===== src/rtl/irq_pending_ctrl.sv =====
// Sticky request capture with mask, fixed-priority selection (bit 3 highest) and a
// valid/ready presentation stage that clears the accepted pending bit.
module irq_pending_ctrl #(
   parameter int EDGE = 1,
   parameter int N    = 4
) (
   input  logic         clk,
   input  logic         rst_n,
   input  logic [N-1:0] req,
   input  logic [N-1:0] mask,
   input  logic         flush,
   output logic         out_valid,
   input  logic         out_ready,
   output logic [1:0]   out_idx,
   output logic [N-1:0] pending,
   output logic [N-1:0] lost
);

   typedef enum logic {
      IDLE    = 1'b0,
      PRESENT = 1'b1
   } state_t;

   state_t         state_r;
   state_t         state_nxt_s;
   logic [N-1:0]   pending_r;
   logic [N-1:0]   req_q_r;
   logic [N-1:0]   lost_r;
   logic           out_valid_r;
   logic [1:0]     out_idx_r;

   logic [N-1:0]   set_s;
   logic [N-1:0]   clr_s;
   logic [N-1:0]   active_s;
   logic [N-1:0]   pend_nxt_s;
   logic [N-1:0]   lost_nxt_s;
   logic           valid_nxt_s;
   logic [1:0]     idx_nxt_s;

   function automatic logic [1:0] enc_prio(input logic [N-1:0] v);
      if (v[3]) begin
         return 2'd3;
      end else if (v[2]) begin
         return 2'd2;
      end else if (v[1]) begin
         return 2'd1;
      end else begin
         return 2'd0;
      end
   endfunction

   function automatic logic [N-1:0] onehot(input logic [1:0] idx);
      case (idx)
         2'd0:    return 4'b0001;
         2'd1:    return 4'b0010;
         2'd2:    return 4'b0100;
         2'd3:    return 4'b1000;
         default: return 4'b0000;
      endcase
   endfunction

   // Request events, acceptance clear and next pending/lost values
   always_comb begin
      if (EDGE != 0) begin
         set_s = req & ~req_q_r;
      end else begin
         set_s = req;
      end
      if (out_valid_r && out_ready) begin
         clr_s = onehot(out_idx_r);
      end else begin
         clr_s = 4'b0000;
      end
      active_s = pending_r & ~mask;
      // set is OR'ed after the clear so a same-cycle re-arrival keeps the bit pending
      if (flush) begin
         pend_nxt_s = 4'b0000;
         lost_nxt_s = 4'b0000;
      end else begin
         pend_nxt_s = (pending_r & ~clr_s) | set_s;
         lost_nxt_s = set_s & pending_r & ~clr_s;
      end
   end

   // Pending bits, request history and lost-event pulses
   always_ff @(posedge clk) begin
      if (!rst_n) begin
         pending_r <= 4'b0000;
         req_q_r   <= 4'b0000;
         lost_r    <= 4'b0000;
      end else begin
         pending_r <= pend_nxt_s;
         req_q_r   <= req;
         lost_r    <= lost_nxt_s;
      end
   end

   // Presentation state register
   always_ff @(posedge clk) begin
      if (!rst_n) begin
         state_r <= IDLE;
      end else begin
         state_r <= state_nxt_s;
      end
   end

   // Presentation next state; no preemption once an index is presented
   always_comb begin
      state_nxt_s = state_r;
      case (state_r)
         IDLE: begin
            if ((|active_s) && !flush) begin
               state_nxt_s = PRESENT;
            end else begin
               state_nxt_s = IDLE;
            end
         end
         PRESENT: begin
            if (flush || out_ready) begin
               state_nxt_s = IDLE;
            end else begin
               state_nxt_s = PRESENT;
            end
         end
         default: state_nxt_s = IDLE;
      endcase
   end

   // Presentation outputs: index captured only on the IDLE -> PRESENT transition
   always_comb begin
      valid_nxt_s = (state_nxt_s == PRESENT);
      if ((state_r == IDLE) && (state_nxt_s == PRESENT)) begin
         idx_nxt_s = enc_prio(active_s);
      end else begin
         idx_nxt_s = out_idx_r;
      end
   end

   // Registered handshake outputs
   always_ff @(posedge clk) begin
      if (!rst_n) begin
         out_valid_r <= 1'b0;
         out_idx_r   <= 2'd0;
      end else begin
         out_valid_r <= valid_nxt_s;
         out_idx_r   <= idx_nxt_s;
      end
   end

   assign out_valid = out_valid_r;
   assign out_idx   = out_idx_r;
   assign pending   = pending_r;
   assign lost      = lost_r;

endmodule


===== config.mk =====
export PLATFORM = sky130hd
export DESIGN_NAME = irq_pending_ctrl
export DESIGN_NICKNAME = d
export VERILOG_FILES = /design/src/rtl/irq_pending_ctrl.sv
export SDC_FILE = /design/constraint.sdc
export NUM_CORES = 1
export LEC_CHECK = 0
export ABC_CLOCK_PERIOD_IN_PS = 1080
export BUFFER_PORTS_ARGS = -buffer_cell sky130_fd_sc_hd__buf_4
export CAP_MARGIN = 20
export CELL_PAD_IN_SITES_DETAIL_PLACEMENT = 1
export CELL_PAD_IN_SITES_GLOBAL_PLACEMENT = 1
export CORE_MARGIN = 3
export CORE_UTILIZATION = 33
export CTS_CLUSTER_DIAMETER = 120
export DETAILED_ROUTE_END_ITERATION = 8
export MAX_ROUTING_LAYER = met4
export PLACE_DENSITY_LB_ADDON = 0.1
export SLEW_MARGIN = 20
export SYNTH_ARGS = -nofsm -noshare
export SYNTH_HDL_FRONTEND = slang
export SYNTH_SLANG_ARGS = --single-unit

===== constraint.sdc =====
create_clock -name clk -period 1.08 [get_ports clk]
set_input_delay 0 -clock clk [delete_from_list [all_inputs] [get_ports clk]]
set_output_delay 0 -clock clk [all_outputs]
set_load 0.01 [all_outputs]

==> results.sh <==
export IMPL_status="complete, no violations"
export IMPL_slew_headroom_pct=84.7
export IMPL_drive_gt1_share_pct=50.0
export IMPL_grt_pass1_vias=562
export IMPL_place_area_sq_um=788
export IMPL_fin_ws_ns=0.112
export IMPL_htreeDepth=1
export IMPL_post_drt_wl_per_cell_microns=13.2
export IMPL_ys_types=21
export IMPL_post_cts_buffers=0
export IMPL_globalRoute_totalOverflow=0
export IMPL_switching_share_pct=24.4
export IMPL_nets=101
export IMPL_grt_usage_pct=14.5
export IMPL_root_buffer="clkbuf_4"
export IMPL_r2r_end="out_valid"
export IMPL_hold_start="out_ready"
export IMPL_grt_max_degree=9
export IMPL_rows=14
export IMPL_clk_pin_slew_ns=0.08
export IMPL_cts_path_max_buffers=2
export IMPL_area_growth_syn_to_layout_pct=45.7
export IMPL_cp_start_kind="flip-flop"
export IMPL_dr_pass1_iters=2
export IMPL_die_w_microns=48.5
export IMPL_cts_made_buffers=3
export IMPL_r2r_slack_ns=0.11
export IMPL_io_buffers=22
export IMPL_postSynthCellCount=57
export IMPL_cts_tree="built"
export IMPL_synth_top_cell_area_share_pct=50.3
export IMPL_postRouteAntennaNets=0
export IMPL_pwr_share_seq_pct=55.3
export IMPL_core_sq_um=1590
export IMPL_crit_type="flip-flop to flip-flop"
export IMPL_maxSlewViolCount=0
export IMPL_routed_wl_microns=1480
export IMPL_synth_area_sq_um=597
export IMPL_io_pins=23
export IMPL_pwr_density_cell_nw_per_um2=1230
export IMPL_multiInputGateArea_sq_um=280
export IMPL_yosys_warnings=0
export IMPL_dpl_worst_slack_ns=0.0592
export IMPL_tightest_slew_ns=0.227
export IMPL_hold_depth=4
export IMPL_final_util_pct=54.6
export IMPL_seqCellArea_sq_um=303
export IMPL_stdcell_area_sq_um=870
export IMPL_die_h_microns=48.5
export IMPL_critPathMaxFanout=6
export IMPL_final_setup_skew_ns=0.00124
export IMPL_r2r_cells=3
export IMPL_via_per_inst=4.48
export IMPL_power_switching_mw=0.260
export IMPL_min_period_over_period_pct=89.6
export IMPL_finalSetupViolations=0
export IMPL_yosysSeqAreaShare_pct=50.3
export IMPL_finalSetupTns_ns=0
export IMPL_endpoint_kind="flip-flop"
export IMPL_yosysTopAreaCell="dfxtp_1"
export IMPL_fillers=183
export IMPL_hold_path_class="primary input to flip-flop"
export IMPL_clock_latency_ns=0.29
export IMPL_period_needed_ns=0.968
export IMPL_grt_pass1_wl_microns=2490
export IMPL_drc=0
export IMPL_finalWeightedCongestion=0.691
export IMPL_drv_cap=0
export IMPL_power_leakage_nw=0.357
export IMPL_antenna_cells=0
export IMPL_rsz0062_at_grt="false"
export IMPL_peakVddDrop_mv=0.716
export IMPL_syn_area_per_cell_sq_um=10.5
export IMPL_finalHoldViolations=0
export IMPL_p_comb_share_pct=14.4
export IMPL_antenna_found_initial=0
export IMPL_cp_startpoint="out_valid"
export IMPL_initial_utilization_pct=37.4
export IMPL_internal_power_mw=0.805
export IMPL_via_count=502
export IMPL_clock_sinks=15
export IMPL_whs_endpoint="out_valid"
export IMPL_pwr_share_clk_pct=30.3
export IMPL_yosys_top_cells_area="dfxtp_1 (50%), nor3_2 (6.7%), nand2b_1 (5.2%)"
export IMPL_fmax_mhz=1030
export IMPL_dieArea_sq_um=2350
export IMPL_ys_ff_latch=15
export IMPL_timing_rr_start="out_valid"
export IMPL_finalHoldWorstSlack_ns=0.0212
export IMPL_synth_fp_nets=69
export IMPL_arrival_ns=1.17
export IMPL_drtIter0Drc=7
export IMPL_cp_required_ns=1.28
export IMPL_dp_hpwl_microns=1110
## state kept, by name, indices dropped and copies added (netlist names)
name       count
lost           4
pending        4
out_idx        2
req_q_r        4
out_valid      1
## worst max-delay path, cell delays in order, from the launching register on
cell	delay, ns
dfxtp_2	0.36
nor2_1	0.20
o21ai_2	0.11
a31oi_1	0.21
## power groups by stage
stage	Sequential, mW	Clock (mW)	Combinational, mW
4_1_cts	0.589	0.339	0.155
3_5_place_dp	0.602	0	0.140
6_report	0.589	0.323	0.154
5_1_grt	0.593	0.372	0.169
2_1_floorplan	0.605	0	0.0629
3_3_place_gp	0.600	0	0.137
## cell type report
| class | count | area share (%) |
|---|---|---|
| clock buffer | 4 | 3.02 |
| tap | 24 | 3.45 |
| sequential | 15 | 34.8 |
| multi-input combinational | 39 | 32.2 |
| inverter | 2 | 0.863 |
| timing repair buffer | 28 | 25.6 |
## synth_stat cells
library cell	number
buf_6	1
nand3_1	1
nand2b_2	1
dfxtp_1	15
o41ai_2	1
nand3b_1	1
nor3_2	4
nand2_1	2
and2b_1	1
a21oi_1	4
nand2b_1	5
o21ai_1	4
nor2_1	2
and2_2	4
a31oi_1	2
a21oi_2	1
nor2b_1	2
a21boi_2	1
inv_1	2
o21ai_2	2
nor2b_4	1
## how the worst max path moves through the flow
| stage | slack [ns] | cells after the start | end |
|---|---|---|---|
| 6_report | 0.11 | 3 | out_valid |
| 5_1_grt | 0.02 | 3 | out_valid |
| 4_1_cts | 0.04 | 3 | pending[3] |
| 3_5_place_dp | 0.06 | 3 | pending[2] |
| 3_3_place_gp | 0.1 | 4 | out_idx[0] |
| 2_1_floorplan | 0.12 | 4 | out_idx[0] |
## metal layers
layer / vias to the layer above / global-route usage [%] / part of all wire (%)
li1: 256 / - / -
met1: 229 / 15.0 / 40
met2: 15 / 24.5 / 54
met3: 2 / 3.99 / 4.5
met4: 0 / 8.53 / 2.0
met5: - / - / 0
## metrics by stage
stage | std cells | total power [mW]
2_1_floorplan | 57 | 0.668
3_3_place_gp | 103 | 0.738
3_5_place_dp | 103 | 0.742
4_1_cts | 112 | 1.08
5_1_grt | 112 | 1.13
6_report | 112 | 1.07
## kinds of logic after synthesis
group | Yosys count | synth area share [%]
buf+inv | 3 | 3.14
simple gates | 24 | 28.7
compound gates | 15 | 17.8
flops | 15 | 50.3
## placed cells by master, fill, tap and decap left out
cell type | synthesis | routed
buf_4 | 0 | 23
nand3b_1 | 1 | 1
and2b_1 | 1 | 1
nand2b_1 | 5 | 5
dlygate4sd3_1 | 0 | 5
a31oi_1 | 2 | 2
nand2b_2 | 1 | 1
o41ai_2 | 1 | 1
nand2_1 | 2 | 2
a21oi_2 | 1 | 1
nor2b_2 | 0 | 1
nor3_2 | 4 | 4
nor2_1 | 2 | 2
a21oi_1 | 4 | 4
clkbuf_4 | 0 | 3
nand3_1 | 1 | 1
and2_2 | 4 | 4
dfxtp_1 | 15 | 13
a21boi_2 | 1 | 1
clkbuf_1 | 0 | 1
dfxtp_2 | 0 | 2
o21ai_1 | 4 | 4
nor2b_1 | 2 | 1
nor2b_4 | 1 | 1
o21ai_2 | 2 | 2
inv_1 | 2 | 2
## repair_timing
action                                 in CTS  in global routing
hold buffers                                5                  0
endpoints found under the hold margin       8                  0
setup endpoints to repair                   0                  6
resized for setup                           0                  3
(Power assumes the default switching activity.)
